--- src/rtl/instr_pkg.sv ---
// Shared 16-bit instruction layout, field bundle and packing helper.
// Same bit positions as the instruction decoder.
package instr_pkg;

    localparam int INSTR_W    = 16;
    localparam int CONST_W    = 15;
    localparam int CTOM_BIT   = 15;
    localparam int OP1_BIT    = 12;
    localparam int OP2_LSB    = 10;
    localparam int OPCODE_LSB = 6;
    localparam int JMP_BIT    = 5;
    localparam int LOADD_BIT  = 4;
    localparam int LOADA_BIT  = 3;
    localparam int LOADM_BIT  = 2;

    typedef struct packed {
        logic               ctom;
        logic               jmpifz;
        logic               loada;
        logic               loadd;
        logic               loadm;
        logic               op1;
        logic [1:0]         op2;
        logic [3:0]         opcode;
        logic [CONST_W-1:0] constant;
    } instr_fields_t;

    typedef enum logic [1:0] {
        EMPTY = 2'd0,
        ONE   = 2'd1,
        TWO   = 2'd2
    } fifo_state_t;

    function automatic logic [INSTR_W-1:0] pack_instr(instr_fields_t f);
        logic [INSTR_W-1:0] w;
        w = '0;
        if (f.ctom) begin
            w[CTOM_BIT]          = 1'b1;
            w[CONST_W-1:0]       = f.constant;
        end else begin
            w[OP1_BIT]           = f.op1;
            w[OP2_LSB +: 2]      = f.op2;
            w[OPCODE_LSB +: 4]   = f.opcode;
            w[JMP_BIT]           = f.jmpifz;
            w[LOADD_BIT]         = f.loadd;
            w[LOADA_BIT]         = f.loada;
            w[LOADM_BIT]         = f.loadm;
        end
        return w;
    endfunction

    // Constant form must carry no compute flags; compute form must do something.
    function automatic logic is_illegal(instr_fields_t f);
        logic any_ctl;
        any_ctl = f.jmpifz | f.loada | f.loadd | f.loadm;
        if (f.ctom)
            return any_ctl | f.op1 | (|f.op2) | (|f.opcode);
        return !any_ctl;
    endfunction

endpackage

--- src/rtl/instr_encoder_if.sv ---
// Field-bundle input and packed-word output handshakes of instr_encoder.
// master = loader/front end side, slave = encoder side.
interface instr_encoder_if #(
    parameter int ADDR_W = 8
);
    import instr_pkg::*;

    logic               in_valid;
    logic               in_ready;
    logic               cToM;
    logic               jmpIfZ;
    logic               loadA;
    logic               loadD;
    logic               loadM;
    logic               op1;
    logic [1:0]         op2;
    logic [3:0]         opCode;
    logic [CONST_W-1:0] constant;
    logic               clear;
    logic               out_valid;
    logic               out_ready;
    logic [INSTR_W-1:0] out_instr;
    logic [ADDR_W-1:0]  out_addr;
    logic               prog_full;
    logic               err;

    modport slave (
        input  in_valid, cToM, jmpIfZ, loadA, loadD, loadM,
        input  op1, op2, opCode, constant, clear, out_ready,
        output in_ready, out_valid, out_instr, out_addr,
        output prog_full, err
    );

    modport master (
        output in_valid, cToM, jmpIfZ, loadA, loadD, loadM,
        output op1, op2, opCode, constant, clear, out_ready,
        input  in_ready, out_valid, out_instr, out_addr,
        input  prog_full, err
    );

endinterface

--- src/rtl/instr_fifo2.sv ---
// Two-entry FIFO holding {instr, addr}; head register drives the output.
// clear and reset both empty it and zero the stored entries.
module instr_fifo2
    import instr_pkg::*;
#(
    parameter int W = 24
) (
    input  logic         clk,
    input  logic         rst_n,
    input  logic         clear,
    input  logic         push,
    input  logic         pop,
    input  logic [W-1:0] din,
    output logic [W-1:0] dout,
    output logic         full,
    output logic         empty
);

    fifo_state_t  state;
    logic [W-1:0] head;
    logic [W-1:0] tail;

    assign dout  = head;
    assign full  = (state == TWO);
    assign empty = (state == EMPTY);

    always_ff @(posedge clk) begin
        if (!rst_n || clear) begin
            state <= EMPTY;
            head  <= '0;
            tail  <= '0;
        end else begin
            unique case (state)
                EMPTY: begin
                    if (push) begin
                        head  <= din;
                        state <= ONE;
                    end
                end
                ONE: begin
                    unique case (1'b1)
                        push && pop: head <= din;
                        push && !pop: begin
                            tail  <= din;
                            state <= TWO;
                        end
                        !push && pop: state <= EMPTY;
                        default: ;
                    endcase
                end
                TWO: begin
                    if (pop) begin
                        head  <= tail;
                        state <= ONE;
                    end
                end
                default: state <= EMPTY;
            endcase
        end
    end

endmodule

--- src/rtl/instr_encoder.sv ---
// Packs control fields into 16-bit words tagged with sequential addresses.
// Define INSTR_ENC_CHECK_EN to enable the sticky illegal-bundle err flag.
module instr_encoder
    import instr_pkg::*;
#(
    parameter int ADDR_W = 8
) (
    input  logic            clk,
    input  logic            rst_n,
    instr_encoder_if.slave  bus
);

    localparam int W = INSTR_W + ADDR_W;

    instr_fields_t      fields;
    logic [INSTR_W-1:0] word;
    logic [ADDR_W-1:0]  addr_q;
    logic               prog_full_q;
    logic               full;
    logic               empty;
    logic               push;
    logic               pop;
    logic [W-1:0]       dout;

    always_comb begin
        fields          = '0;
        fields.ctom     = bus.cToM;
        fields.jmpifz   = bus.jmpIfZ;
        fields.loada    = bus.loadA;
        fields.loadd    = bus.loadD;
        fields.loadm    = bus.loadM;
        fields.op1      = bus.op1;
        fields.op2      = bus.op2;
        fields.opcode   = bus.opCode;
        fields.constant = bus.constant;
    end

    assign word = pack_instr(fields);

    // Ready never depends on out_ready: a full FIFO stalls for a cycle.
    assign bus.in_ready  = !full && !prog_full_q && !bus.clear;
    assign push          = bus.in_valid && bus.in_ready;
    assign pop           = !empty && bus.out_ready;
    assign bus.out_valid = !empty;
    assign bus.prog_full = prog_full_q;

    assign bus.out_instr = dout[W-1:ADDR_W];
    assign bus.out_addr  = dout[ADDR_W-1:0];

    instr_fifo2 #(
        .W(W)
    ) u_fifo (
        .clk  (clk),
        .rst_n(rst_n),
        .clear(bus.clear),
        .push (push),
        .pop  (pop),
        .din  ({word, addr_q}),
        .dout (dout),
        .full (full),
        .empty(empty)
    );

    always_ff @(posedge clk) begin
        if (!rst_n || bus.clear) begin
            addr_q      <= '0;
            prog_full_q <= 1'b0;
        end else if (push) begin
            addr_q <= addr_q + 1'b1;
            if (addr_q == '1)
                prog_full_q <= 1'b1;
        end
    end

`ifdef INSTR_ENC_CHECK_EN
    logic err_q;

    always_ff @(posedge clk) begin
        if (!rst_n || bus.clear)
            err_q <= 1'b0;
        else if (push && is_illegal(fields))
            err_q <= 1'b1;
    end

    assign bus.err = err_q;
`else
    assign bus.err = 1'b0;
`endif

endmodule

--- src/flat_wrapper.sv ---
// flat-port wrapper written by rule: the top's interface ports become plain ports
module instr_encoder_flat import instr_pkg::*;
#(
    parameter int ADDR_W = 8
)
  (clk, rst_n, bus_in_valid, bus_cToM, bus_jmpIfZ, bus_loadA, bus_loadD, bus_loadM, bus_op1, bus_op2, bus_opCode, bus_constant, bus_clear, bus_out_ready, bus_in_ready, bus_out_valid, bus_out_instr, bus_out_addr, bus_prog_full, bus_err);
  instr_encoder_if #(.ADDR_W(ADDR_W)) bus_i ();
  input  logic clk;
  input  logic rst_n;
  input wire logic [$bits(bus_i.in_valid)-1:0] bus_in_valid;
  input wire logic [$bits(bus_i.cToM)-1:0] bus_cToM;
  input wire logic [$bits(bus_i.jmpIfZ)-1:0] bus_jmpIfZ;
  input wire logic [$bits(bus_i.loadA)-1:0] bus_loadA;
  input wire logic [$bits(bus_i.loadD)-1:0] bus_loadD;
  input wire logic [$bits(bus_i.loadM)-1:0] bus_loadM;
  input wire logic [$bits(bus_i.op1)-1:0] bus_op1;
  input wire logic [$bits(bus_i.op2)-1:0] bus_op2;
  input wire logic [$bits(bus_i.opCode)-1:0] bus_opCode;
  input wire logic [$bits(bus_i.constant)-1:0] bus_constant;
  input wire logic [$bits(bus_i.clear)-1:0] bus_clear;
  input wire logic [$bits(bus_i.out_ready)-1:0] bus_out_ready;
  output wire logic [$bits(bus_i.in_ready)-1:0] bus_in_ready;
  output wire logic [$bits(bus_i.out_valid)-1:0] bus_out_valid;
  output wire logic [$bits(bus_i.out_instr)-1:0] bus_out_instr;
  output wire logic [$bits(bus_i.out_addr)-1:0] bus_out_addr;
  output wire logic [$bits(bus_i.prog_full)-1:0] bus_prog_full;
  output wire logic [$bits(bus_i.err)-1:0] bus_err;
  assign bus_i.in_valid = bus_in_valid;
  assign bus_i.cToM = bus_cToM;
  assign bus_i.jmpIfZ = bus_jmpIfZ;
  assign bus_i.loadA = bus_loadA;
  assign bus_i.loadD = bus_loadD;
  assign bus_i.loadM = bus_loadM;
  assign bus_i.op1 = bus_op1;
  assign bus_i.op2 = bus_op2;
  assign bus_i.opCode = bus_opCode;
  assign bus_i.constant = bus_constant;
  assign bus_i.clear = bus_clear;
  assign bus_i.out_ready = bus_out_ready;
  assign bus_in_ready = bus_i.in_ready;
  assign bus_out_valid = bus_i.out_valid;
  assign bus_out_instr = bus_i.out_instr;
  assign bus_out_addr = bus_i.out_addr;
  assign bus_prog_full = bus_i.prog_full;
  assign bus_err = bus_i.err;
  instr_encoder #(.ADDR_W(ADDR_W)) u_core (.clk(clk), .rst_n(rst_n), .bus(bus_i));
endmodule
--- config.mk ---
export PLATFORM = sky130hd
export DESIGN_NAME = instr_encoder_flat
export DESIGN_NICKNAME = d
export VERILOG_FILES = /design/src/rtl/instr_pkg.sv /design/src/rtl/instr_encoder_if.sv /design/src/rtl/instr_fifo2.sv /design/src/rtl/instr_encoder.sv /design/src/flat_wrapper.sv
export SDC_FILE = /design/constraint.sdc
export NUM_CORES = 1
export LEC_CHECK = 0
export BUFFER_PORTS_ARGS = -buffer_cell sky130_fd_sc_hd__buf_2
export CAP_MARGIN = 20
export CORE_MARGIN = 3
export CORE_UTILIZATION = 45
export CTS_BUF_LIST = sky130_fd_sc_hd__clkbuf_4
export DETAILED_ROUTE_END_ITERATION = 10
export PLACE_DENSITY_LB_ADDON = 0.25
export SYNTH_ARGS = -nofsm -noshare
export SYNTH_HDL_FRONTEND = slang
export SYNTH_SLANG_ARGS = --single-unit
--- constraint.sdc ---
create_clock -name clk -period 2.5 [get_ports clk]
set_input_delay 0.125 -clock clk [delete_from_list [all_inputs] [get_ports clk]]
set_output_delay 0.125 -clock clk [all_outputs]
set_load 0.005 [all_outputs]
# Word-level counts from Yosys, hierarchy flattened
# Index checks and enable logic that the tools add are counted.
[op_classes] n_eq_ne=7 n_reduce_logical=21 n_addsub=1 mux=11
[op_table] operator="24-bit 2-to-1 mux" count=3
[op_table] operator="24-bit one-hot mux with 3 select lines" count=1
[op_table] operator="11-bit 2-to-1 mux" count=1
[op_table] operator="8-bit by 1-bit adder with 8-bit output (second input constant)" count=1
[op_table] operator="8-bit == test (second input constant)" count=1
[op_table] operator="1-bit logical AND" count=7
[op_table] operator="1-bit logical NOT" count=7
[op_table] operator="2-bit 2-to-1 mux" count=3
[op_table] operator="2-bit inequality test (second input constant)" count=3
[op_table] operator="2-bit one-hot mux with 3 select lines" count=1
[op_table] operator="2-bit one-hot mux with 2 select lines" count=1
[op_table] operator="2-bit AND reduction" count=2
[op_table] operator="4-bit AND reduction" count=1
[op_table] operator="3-bit 2-to-1 mux" count=1
[op_table] operator="3-bit inequality test (second input constant)" count=1
[op_table] operator="3-bit AND reduction" count=1
[op_table] operator="3-bit nonzero test" count=1
[op_table] operator="2-bit by 1-bit == test with 1-bit output (second input constant)" count=1
[op_table] operator="2-bit == test (second input constant)" count=1
[op_table] operator="2-bit logical NOT" count=1
[op_table] operator="1-bit logical OR" count=1
[totals] wordCells=45 register_bits=59 in_bits=32 output_inout_bits=28

# Longest topological paths before layout
# Gate-level depths: netlist of the first run.
[depth] word_depth=9 depth_mapped=10 depth_no_buf=9

# By module
# From an unflattened synthesis of the first run, not the netlist that was laid out.
[hier_totals] hier_cells=310 area_unflattened_um2=2907.8
[by_module_without_submodules] mod="instr_fifo2" seq_area_each_um2=1001.0 area_per_inst_um2=2294.7 cells_per_inst=239 instances=1
[by_module_without_submodules] mod="instr_encoder" seq_area_each_um2=180.2 area_per_inst_um2=613.1 cells_per_inst=71 instances=1

# Least setup slack after synthesis of the first run
# OpenSTA, ideal clock, no wires.
[synth_timing] kind="reg2reg" start="reg u_core.u_fifo.state[0]" end="reg u_core.u_fifo.head[22], in the netlist u_core.u_fifo.dout[22]" arrival_ns=1.933 required_time_ns=2.379 slack_ns=0.446 path_buffers=2 stages_incl_launch_ff=11 setup_time_ns=0.121 synth_period_minus_slack_ns=2.054 cell_sequence="dfxtp_1 > nand2b_1 > buf_2 > nand2_1 > inv_1 > ha_1 > and3b_1 > a221o_4 > buf_6 > nor2_1 > nor3_2"
[synth_between] elab_chain_cells=8 elab_cells_between_ends=16 cone_classes="5 x eq/ne; 1 x mux; 10 x reduce/logical"
[synth_rtl] item="start, declared" line="instr_fifo2.sv:19" text="fifo_state_t state;"
[synth_rtl] item="2-bit == test *" line="instr_fifo2.sv:24" text="assign full = (state == TWO);"
[synth_rtl] item="1-bit logical NOT *" line="instr_encoder.sv:41" text="assign bus.in_ready = !full && !prog_full_q && !bus.clear;"
[synth_rtl] item="1-bit logical AND * (2 in series)" line="instr_encoder.sv:41"
[synth_rtl] item="1-bit logical AND *" line="instr_encoder.sv:42" text="assign push = bus.in_valid && bus.in_ready;"
[synth_rtl] item="via u_core.push" line="instr_encoder.sv:21" text="logic push;"
[synth_rtl] item="1-bit logical AND" line="instr_fifo2.sv:42" text="push && pop: head <= din;"
[synth_rtl] item="2-bit inequality test (no line)"
[synth_rtl] item="4-bit AND reduction (no line) *"
[synth_rtl] item="end signal, assigned" line="instr_fifo2.sv:36" text="head <= din;"
[synth_rtl] item="end signal, assigned" line="instr_fifo2.sv:42"
[synth_rtl] item="end signal, assigned" line="instr_fifo2.sv:53" text="head <= tail;"
[synth_rtl] item="end, declared" line="instr_fifo2.sv:20" text="logic [W-1:0] head;"
# The timed path passes the listed nets; every way through them passes the cells marked *.
# A chain may end at the register's enable or synchronous reset.

# Final worst setup path of the first run
[layout_timing] start="reg u_core.prog_full_q, in the netlist u_core.bus.prog_full" end="reg u_core.u_fifo.head[15], in the netlist u_core.u_fifo.dout[15]"
[layout_between] elab_chain_cells=7 elab_cells_between_ends=8 cone_classes="2 x eq/ne; 6 x reduce/logical"
[layout_rtl] item="start, declared" line="instr_encoder.sv:18" text="logic prog_full_q;"
[layout_rtl] item="start signal, assigned" line="instr_encoder.sv:67" text="prog_full_q <= 1'b0;"
[layout_rtl] item="start signal, assigned" line="instr_encoder.sv:71" text="prog_full_q <= 1'b1;"
[layout_rtl] item="1-bit logical NOT *" line="instr_encoder.sv:41"
[layout_rtl] item="1-bit logical AND * (2 in series)" line="instr_encoder.sv:41"
[layout_rtl] item="1-bit logical AND *" line="instr_encoder.sv:42"
[layout_rtl] item="via u_core.push" line="instr_encoder.sv:21"
[layout_rtl] item="1-bit logical AND" line="instr_fifo2.sv:42"
[layout_rtl] item="2-bit inequality test (no line)"
[layout_rtl] item="4-bit AND reduction (no line) *"
# Marked as above.

==> results of run 1 <==
## where the power goes
group          internal, uW  switching [uW]
sequential              953            8.32
clock                   315             319
combinational          74.9            96.5
## layout make-up
type                    instances  area [um2]  share of cell area, %
multi-input cells             219        1370                   43.1
flip-flops and latches         59        1180                   37.3
repair buffers                 70         390                   12.3
well taps                      72        90.1                   2.84
clock buffers                  11        82.6                   2.60
clock inverters                 4        42.5                   1.34
inverters                       5        18.8                  0.592
## registers in the layout, indices dropped and copies added (netlist names)
name / flops
u_core.addr_q: 8
u_core.bus.prog_full: 1
u_core.u_fifo.state: 2
u_core.u_fifo.tail: 24
u_core.u_fifo.dout: 24
## what timing repair did
| item | in CTS | in global routing |
|---|---|---|
| hold buffers | 4 | 0 |
| resized for setup | 0 | 0 |
| hold endpoints to repair | 4 | 0 |
## worst max path at each step
stage | slack, ns | startpoint | to
after floorplan | 0.45 | u_core.u_fifo.state[0]$_SDFFE_PP0P_ | u_core.u_fifo.dout[22]$_SDFFE_PP0P_
after global placement | 0.44 | u_core.u_fifo.state[0]$_SDFFE_PP0P_ | u_core.u_fifo.dout[16]$_SDFFE_PP0P_
after detailed placement | 0.37 | u_core.bus.prog_full$_SDFFE_PP0P_ | u_core.u_fifo.dout[15]$_SDFFE_PP0P_
after CTS | 0.36 | u_core.u_fifo.state[0]$_SDFFE_PP0P_ | u_core.u_fifo.dout[15]$_SDFFE_PP0P_
after global routing | 0.18 | u_core.u_fifo.state[0]$_SDFFE_PP0P_ | u_core.u_fifo.dout[12]$_SDFFE_PP0P_
final | 0.40 | u_core.bus.prog_full$_SDFFE_PP0P_ | u_core.u_fifo.dout[15]$_SDFFE_PP0P_
## layer usage
layer	vias to the layer above	track usage (%)	part of all wire (%)
met3	5	6.85	4.5
li1	1187	-	-
met5	-	0	0
met4	0	4.90	1.1
met2	40	30.1	49
met1	1034	21.1	45
## placed cells by master (no fill, tap or decap), drive strengths merged, types with 2 or more instances in the layout
cell type / n
inv: 5
dlygate4sd3: 4
buf: 66
nor2: 36
a21oi: 30
dfxtp: 59
xor2: 3
o211ai: 11
nand2: 50
clkinv: 3
and3: 5
nor2b: 3
ha: 4
a211oi: 24
nand3: 9
clkbuf: 11
nor3: 7
nand2b: 2
mux2i: 19
## worst max-delay path: stages, from the launching register on
cell and delay [ns]:
dfxtp_1 0.44, nor3b_4 0.08, nand2_1 0.14, inv_1 0.08, ha_1 0.19, and3b_1 0.22
a221oi_4 0.47, buf_4 0.24, nand2_1 0.05, a21oi_1 0.11
## through the flow
step / worst slack [ns] / total power [uW] / area (um2) / hold WS, ns / utilization, %
4_1_cts: 0.360 / 1790 / 3170 / 0.102 / 56.2
3_5_place_dp: 0.373 / 1150 / 3010 / 0.411 / 53.3
6_report: 0.405 / 1770 / 3170 / 0.121 / 56.2
2_1_floorplan: 0.446 / 1090 / 2700 / 0.284 / -
3_3_place_gp: 0.444 / 1150 / 3010 / 0.407 / 53.3
5_1_grt: 0.182 / 1870 / 3170 / 0.112 / 56.2
## cell families (layout without fill, tap and decap cells)
kind of cell	after synthesis	in the layout	share of synthesized area, %
simple gates	119	119	19.9
compound gates	71	71	19.8
flops	59	59	43.8
buf+inv	29	90	5.75
mux	20	20	7.47
fa+ha+maj	4	4	1.86
xor+xnor	4	4	1.30
other cells	1	1	0.139
==> impl_metrics.csv, run 1 <==
group,metric,value,unit
outcome,status,"completed",
power_and_ir_drop,p_leak,0.00127,uW
timing,finalSetupTns,0,ns
worst_setup_path,crit_type,"register to register",
floorplan,dieHeight,83.4,um
drt,drcViolationCount,0,
drt,vias,2266,
layout,drive_above_1_share,25.8,%
synth,post-synth-top-count-cell,"dfxtp_1",
synth,syn_avg_cell_area,8.78,um2
synth,ys.flop_type,"dfxtp_1",
hold_path,min_from,"bus_jmpIfZ",
floorplan,start_util,47.8,%
drt,first_pass_iters,4,
worst_setup_path,reg2reg_to,"u_core.u_fifo.dout[15]$_SDFFE_PP0P_",
layout,fin_cells,440,
synth,ys_top_cells_by_count,"dfxtp_1, nand2_1, nor2_1",
worst_setup_path,required,2.81,ns
worst_setup_path,timing.rr.start,"u_core.bus.prog_full$_SDFFE_PP0P_",
worst_setup_path,rrSetupSlack,0.40,ns
drt,ant_nets,0,
worst_setup_path,worst-path-max-fanout,11,
floorplan,io_pins,60,
clock_network,clk_pin_slew_worst_paths,0.09,ns
timing,period_share,83.8,%
hold_path,hp-class,"input port to register",
global_route,grt_usage,17.8,%
global_route,grt_pass1_vias,2176,
timing,fin_skew,0.0107,ns
synth,synthesis.area,2700,um2
synth,ys_warn_count,0,
worst_setup_path,cp.arrival,2.41,ns
timing,drv_slew,0,
worst_setup_path,crit_path_end_kind,"register",
drt,routedWlPerCell,13.4,um
clock_network,post-cts-setup-buffer-count,0,
power_and_ir_drop,ir_drop,357,uV
place,io_buffers,58,
floorplan,die-area,6960,um2
timing,timing.slew.headroom,53.4,%
clock_network,clock-root-buffer,"clkbuf_4",
floorplan,coreArea,5640,um2
global_route,antenna_found_initial,0,
global_route,grt_pass1_wl,10000,um
timing,rsz0062_at_grt,"false",
hold_path,hold-path-endpoint,"u_core.u_fifo.tail[13]$_SDFFE_PP0P_",
power_and_ir_drop,powerDensity,557,nW/um2
clock_network,cts_sinks,59,
layout,antennaDiodeCount,0,
timing,period_needed,2.10,ns
clock_network,clock_path_buffers,2,
worst_setup_path,start_kind,"register",
clock_network,insertion_delay,0.39,ns
synth,synth_fp_nets,343,
drt,viasPerCell,5.15,
timing,hold_viol,0,
place,dp.cells,421,
place,hpwl,4040,um
drt,finalWirelength,5890,um
timing,max_clock_freq,477,MHz
clock_network,cts_tree,"built",
place,place_congestion,0.736,
synth,synth.distinct_cells,38,
clock_network,h-tree-depth,3,
clock_network,cts_inserted_buffers,9,
layout,syn2layout_area_growth,17.6,%
synth,ys_seq_area_share,43.8,%
timing,setup_violations,0,
synth,synth_top_area_share,43.8,%
timing,worst_pin_slew,0.700,ns
synth,async_reset_ff_share,0,%
floorplan,fp.dieW,83.4,um
floorplan,num_rows,27,
synth,synth_seq_cells,59,
synth,synth_edf_count,0,
layout,n_fill_cell,520,
synth,yosys.area.top_type,"dfxtp_1",
hold_path,holdPathStages,3,
worst_setup_path,rr_worst_depth,9,
global_route,grt_start_max_net_pins,36,
drt,drt_iter0_drc,88,
global_route,grt_overflow,0,
layout,fin_nets,400,
synth,synthCells,307,
synth,ys_top_cells_by_area,"dfxtp_1, mux2i_1, nand2_1, a21oi_1, nor2_1",
flow_run,drv_cap,0,
Note: power is estimated with default switching activity, not from simulation.
==> run 2, diff against run 1 <==
- clock period: 2.5 -> 1.8 ns (I/O delays scaled with it)
==> run 2 against run 1 <==
Net effect:
- the run now ends with negative setup slack left
- core utilization rose by 8.9 points
- setup slack got worse by 0.48 ns
- count of clock-buffer cells in the layout fell by 2
- die area did not move
- clock power rose by 33%
- critical endpoint is now u_core.u_fifo.dout[12]$_SDFFE_PP0P_
- fmax rose by 12%
==> impl_metrics.csv, run 2 (synthesis gave the netlist of run 1 again) <==
group,metric,value,unit
timing,fin_skew,0.00757,ns
layout,drive_above_1_share,40.9,%
layout,final_cell_mix,"buf_2, dfxtp_1, nand2_1, nor2_1, a21oi_1",
power_and_ir_drop,clock_power_share,33.6,%
timing,finalSetupTns,-1.24,ns
worst_setup_path,start_kind,"register",
timing,max_clock_freq,533,MHz
timing,hold_viol,0,
clock_network,clk_pin_slew_worst_paths,0.09,ns
timing,fin_ws,-0.0755,ns
layout,regArea,1180,um2
clock_network,cts_sinks,59,
worst_setup_path,crit_start,"u_core.u_fifo.state[0]$_SDFFE_PP0P_",
power_and_ir_drop,p_leak,0.00148,uW
worst_setup_path,crit_type,"register to register",
global_route,grt_start_max_net_pins,36,
timing,setup_violations,24,
timing,period_needed,1.88,ns
floorplan,coreArea,5640,um2
power_and_ir_drop,ir_drop,457,uV
global_route,antenna_found_initial,0,
worst_setup_path,critPathMaxStageDelay,0.35,ns
floorplan,io_pins,60,
drt,viasPerCell,5.58,
worst_setup_path,required,2.12,ns
outcome,violations,"negative setup slack",
place,hpwl,4110,um
worst_setup_path,crit_buf_inv,5,
flow_run,drv_cap,0,
drt,drcViolationCount,0,
worst_setup_path,cp.arrival,2.20,ns
clock_network,insertion_delay,0.39,ns
drt,vias,2610,
timing,timing.hold.ws,0.0929,ns
floorplan,dieHeight,83.4,um
global_route,grt_pass1_wl,12100,um
global_route,grt_overflow,0,
worst_setup_path,timing.rr.start,"u_core.u_fifo.state[0]$_SDFFE_PP0P_",
drt,first_pass_iters,4,
drt,routedWlPerCell,16.2,um
power_and_ir_drop,sequentialPowerShare,53.2,%
layout,fin_nets,429,
clock_network,cts_tree,"built",
power_and_ir_drop,combPwrFrac,13.1,%
drt,drt_iter0_drc,176,
power_and_ir_drop,power.switching,642,uW
drt,finalWirelength,7590,um
power_and_ir_drop,internal_power,1870,uW
layout,final_util,65.1,%
timing,period_share,104,%
layout,antennaDiodeCount,0,
worst_setup_path,crit_path_end_kind,"register",
floorplan,die-area,6960,um2
worst_setup_path,slowest_stage,"dfxtp_2",
worst_setup_path,worst-path-max-fanout,6,
global_route,grt_usage,21.4,%
hold_path,hp-class,"input port to register",
worst_setup_path,critPathTopFamily,"buffers and inverters",
layout,layout_commonest_cell,"buf_2",
floorplan,num_rows,27,
power_and_ir_drop,powerDensity,684,nW/um2
floorplan,start_util,47.8,%
clock_network,clock_path_buffers,2,
layout,multi_input_area,1590,um2
layout,n_fill_cell,450,
place,place_congestion,0.797,
hold_path,min_from,"bus_opCode[0]",
floorplan,fp.dieW,83.4,um
worst_setup_path,crit_chain,"nor2_4 > inv_2 > nand2_2 > inv_2 > ha_4 > and3b_2 > buf_6 > a221oi_4 > buf_6 > buf_12 > nand2_2 > a21oi_2",
place,io_buffers,58,
drt,ant_nets,0,
clock_network,cts_inserted_buffers,9,
global_route,grt_pass1_vias,2466,
clock_network,clock-root-buffer,"clkbuf_4",
layout,syn2layout_area_growth,36.1,%
power_and_ir_drop,sw_frac_of_total,25.6,%
timing,rsz0062_at_grt,"true",
outcome,status,"finished with violations",
clock_network,h-tree-depth,3,
timing,drv_slew,0,
[run 2: cell count changes in the layout (fill, tap and decap cells not counted), moves of 5 or more]
cell | before | now
a211oi_1 | 15 | 9
nor2_1 | 36 | 26
a211oi_2 | 9 | 15
nand2_2 | 0 | 5
a21oi_1 | 30 | 25
nand2_1 | 50 | 43
buf_6 | 0 | 6
a21oi_2 | 0 | 5
buf_4 | 8 | 22
nor2_2 | 0 | 8
[run 2: final cells by class]
cell class	instances	area share, %
inverter	5	0.579
clock buffer	9	1.84
timing repair buffer	95	18.3
tap	72	2.45
clock inverter	5	1.26
multi-input combinational	223	43.3
sequential	59	32.3
[run 2: per-layer routing]
| metal | track usage (%) | up-vias | wire length (um) |
|---|---|---|---|
| li1 | - | 1261 | - |
| met1 | 25.6 | 1256 | 3180 |
| met2 | 37.5 | 84 | 3830 |
| met3 | 6.35 | 9 | 506 |
| met4 | 4.90 | 0 | 77 |
| met5 | 0 | - | 0 |
[run 2: power groups by stage]
stage	clock (uW)	sequential [uW]	combinational [uW]
after floorplan	0	1370	162
after global placement	0	1370	251
after detailed placement	0	1370	257
after CTS	873	1340	314
after global routing	932	1340	359
final	844	1340	330
[run 2: what timing repair did]
item | 4_1_cts | 5_1_grt
gates resized for setup | 19 | 20
endpoints found under the hold margin | 4 | 0
setup buffers | 9 | 3
pin swaps | 9 | 16
cloned | 5 | 3
setup endpoints to repair | 25 | 51
hold buffers | 4 | 0
[run 2: per-stage QoR]
stage	cells	setup WS [ns]	cell area (um2)	power, uW
finish	468	-0.0755	3670	2510
global route	468	-0.186	3670	2630
CTS	463	-0.0352	3540	2520
detailed placement	431	-0.109	3170	1620
global placement	431	-0.0572	3170	1620
floorplan	307	-0.0746	2750	1530
[run 2: final timing paths]
check / endpoint / slack (ns) / cells after the start
max: u_core.u_fifo.dout[12]$_SDFFE_PP0P_ / -0.08 / 12
min: u_core.u_fifo.tail[14]$_SDFFE_PP0P_ / 0.09 / 3
max reg2reg: u_core.u_fifo.dout[12]$_SDFFE_PP0P_ / -0.08 / 12
min reg2reg: u_core.u_fifo.dout[18]$_SDFFE_PP0P_ / 0.46 / 2
[run 2: tightest hold or removal path, stage by stage]
cell	delay, ns
buf_2	0.09
mux2i_1	0.16
a211oi_1	0.10
==> run 3, diff against run 2 <==
- CELL_PAD_IN_SITES_DETAIL_PLACEMENT: not set -> 1
- CELL_PAD_IN_SITES_GLOBAL_PLACEMENT: not set -> 2
- CORE_UTILIZATION: 45 -> 30
- PLACE_DENSITY: not set -> 0.81
- PLACE_DENSITY_LB_ADDON: 0.25 -> not set
- SKIP_CTS_REPAIR_TIMING: not set -> 1
==> run 3 against run 2 <==
Net effect:
- the flow still finishes with violations (negative setup slack)
- cell area is essentially flat
- final cell count grew 6.8%
- total power grew 2.8%
- flip-flop and latch count is the same
- sequential power is essentially flat
- wire length grew 12%
- first-iteration DRC count shrank 66%
- combinational power shrank 1%
- clock skew grew 0.0015 ns
- count of clock-buffer cells in the layout grew 1
- non-clock buffer count shrank 3
- hold slack lost 0.010 ns
- largest cell class unchanged
- largest power group unchanged
==> impl_metrics.csv, run 3 (synthesis gave the netlist of run 1 again) <==
group,metric,value,unit
timing,drv_slew,0,
floorplan,io_pins,60,
worst_setup_path,cp.arrival,2.20,ns
global_route,busiest_layer,"met2",
timing,period_share,104,%
worst_setup_path,crit_type,"register to register",
worst_setup_path,start_kind,"register",
timing,max_clock_freq,534,MHz
power_and_ir_drop,combPwrFrac,12.6,%
power_and_ir_drop,sequentialPowerShare,51.7,%
clock_network,h-tree-depth,3,
layout,antennaDiodeCount,0,
flow_run,drv_cap,0,
hold_path,hp-class,"input port to register",
layout,syn2layout_area_growth,36.1,%
global_route,use_met1,19.1,%
clock_network,clock-root-buffer,"clkbuf_4",
floorplan,start_util,31.9,%
place,hpwl,5130,um
power_and_ir_drop,sw_frac_of_total,26.5,%
floorplan,die-area,10200,um2
clock_network,clk_pin_slew_worst_paths,0.10,ns
global_route,grt_overflow,0,
drt,finalWirelength,8480,um
timing,rsz0062_at_grt,"true",
layout,final_cell_mix,"buf_2, dfxtp_1, nand2_1, nor2_1, buf_4",
floorplan,coreArea,8460,um2
clock_network,cts_tree,"built",
power_and_ir_drop,powerDensity,703,nW/um2
outcome,violations,"negative setup slack",
global_route,grt_pass1_wl,12100,um
worst_setup_path,crit_path_end_kind,"register",
layout,fin_nets,426,
power_and_ir_drop,power.switching,684,uW
power_and_ir_drop,p_leak,0.00145,uW
floorplan,dieHeight,101,um
global_route,grt_start_max_net_pins,36,
layout,drive_above_1_share,41.5,%
timing,fin_skew,0.00905,ns
timing,fin_ws,-0.0715,ns
drt,viasPerCell,5.10,
drt,drcViolationCount,0,
clock_network,cts_sinks,59,
drt,vias,2550,
place,io_buffers,58,
drt,ant_nets,0,
worst_setup_path,required,2.13,ns
global_route,antenna_found_initial,0,
place,place_congestion,0.725,
drt,first_pass_iters,4,
worst_setup_path,worst-path-max-fanout,8,
floorplan,fp.dieW,101,um
power_and_ir_drop,ir_drop,348,uV
global_route,grt_util_met2,24.7,%
drt,drt_iter0_drc,59,
timing,hold_viol,0,
drt,routedWlPerCell,17.0,um
floorplan,num_rows,33,
global_route,grt_pass1_vias,2384,
global_route,grt_use_met3,4.22,%
timing,period_needed,1.87,ns
power_and_ir_drop,power,2580,uW
outcome,status,"finished with violations",
clock_network,clock_path_buffers,2,
timing,setup_violations,16,
clock_network,insertion_delay,0.40,ns
layout,layout_commonest_cell,"buf_2",
layout,n_fill_cell,1003,
power_and_ir_drop,internal_power,1900,uW
power_and_ir_drop,clock_power_share,35.6,%
global_route,grt_usage,15.0,%
layout,final_util,43.4,%
clock_network,cts_inserted_buffers,9,
==> run 3: cell types whose count changed in the layout (fill, tap and decap cells not counted), sizes merged <==
cell and delta:
clkinv +1, buf -2
==> run 3: routing by layer <==
layer | wire length [um] | share of wire, % | up-vias
met2 | 4400 | 52 | 36
met4 | 58 | 0.68 | 0
met5 | 0 | 0 | -
met3 | 261 | 3.1 | 4
li1 | - | - | 1256
met1 | 3760 | 44 | 1254
==> run 3: layout make-up <==
class,count,area (um2),area share (%)
inverter,5,21.3,0.580
tap,105,131,3.58
clock inverter,6,56.3,1.53
clock buffer,10,75.1,2.05
multi-input combinational,223,1570,42.9
sequential,59,1190,32.4
timing repair buffer,92,622,16.9
==> run 3: power by group through the flow <==
stage	registers (uW)	logic [uW]	clock network, uW
final	1340	326	920
after floorplan	1370	162	0
after global placement	1370	264	0
after CTS	1340	271	953
after global routing	1340	358	1020
after detailed placement	1370	271	0
==> run 3: through the flow <==
stage | TNS [ns] | worst slack [ns] | std cells | hold slack (ns) | cell area [um2]
after CTS | -3.36 | -0.179 | 482 | -0.0565 | 3350
after global routing | -2.45 | -0.168 | 500 | 0.0857 | 3670
after global placement | -2.00 | -0.110 | 466 | 0.369 | 3220
final | -0.360 | -0.0715 | 500 | 0.0826 | 3670
after floorplan | -1.35 | -0.0746 | 307 | 0.214 | 2750
after detailed placement | -2.89 | -0.166 | 466 | 0.382 | 3220
==> run 3: worst max-delay path: stages, from the launching register on <==
cell and delay, ns:
dfxtp_4 0.38, nor2_4 0.11, inv_2 0.05, nand2_2 0.07, inv_2 0.05, ha_4 0.14, and3b_2 0.27, a221oi_4 0.31
buf_6 0.22, nand2_1 0.07, a21oi_1 0.14
==> run 3: worst paths after layout <==
check                                 startpoint                                  end  slack [ns]  cells past startpoint
min reg2reg  u_core.u_fifo.dout[20]$_SDFFE_PP0P_  u_core.u_fifo.dout[20]$_SDFFE_PP0P_        0.46                      2
max          u_core.u_fifo.state[1]$_SDFFE_PP0P_  u_core.u_fifo.dout[10]$_SDFFE_PP0P_       -0.07                     10
max reg2reg  u_core.u_fifo.state[1]$_SDFFE_PP0P_  u_core.u_fifo.dout[10]$_SDFFE_PP0P_       -0.07                     10
min                                   bus_op2[1]  u_core.u_fifo.tail[19]$_SDFFE_PP0P_        0.08                      3
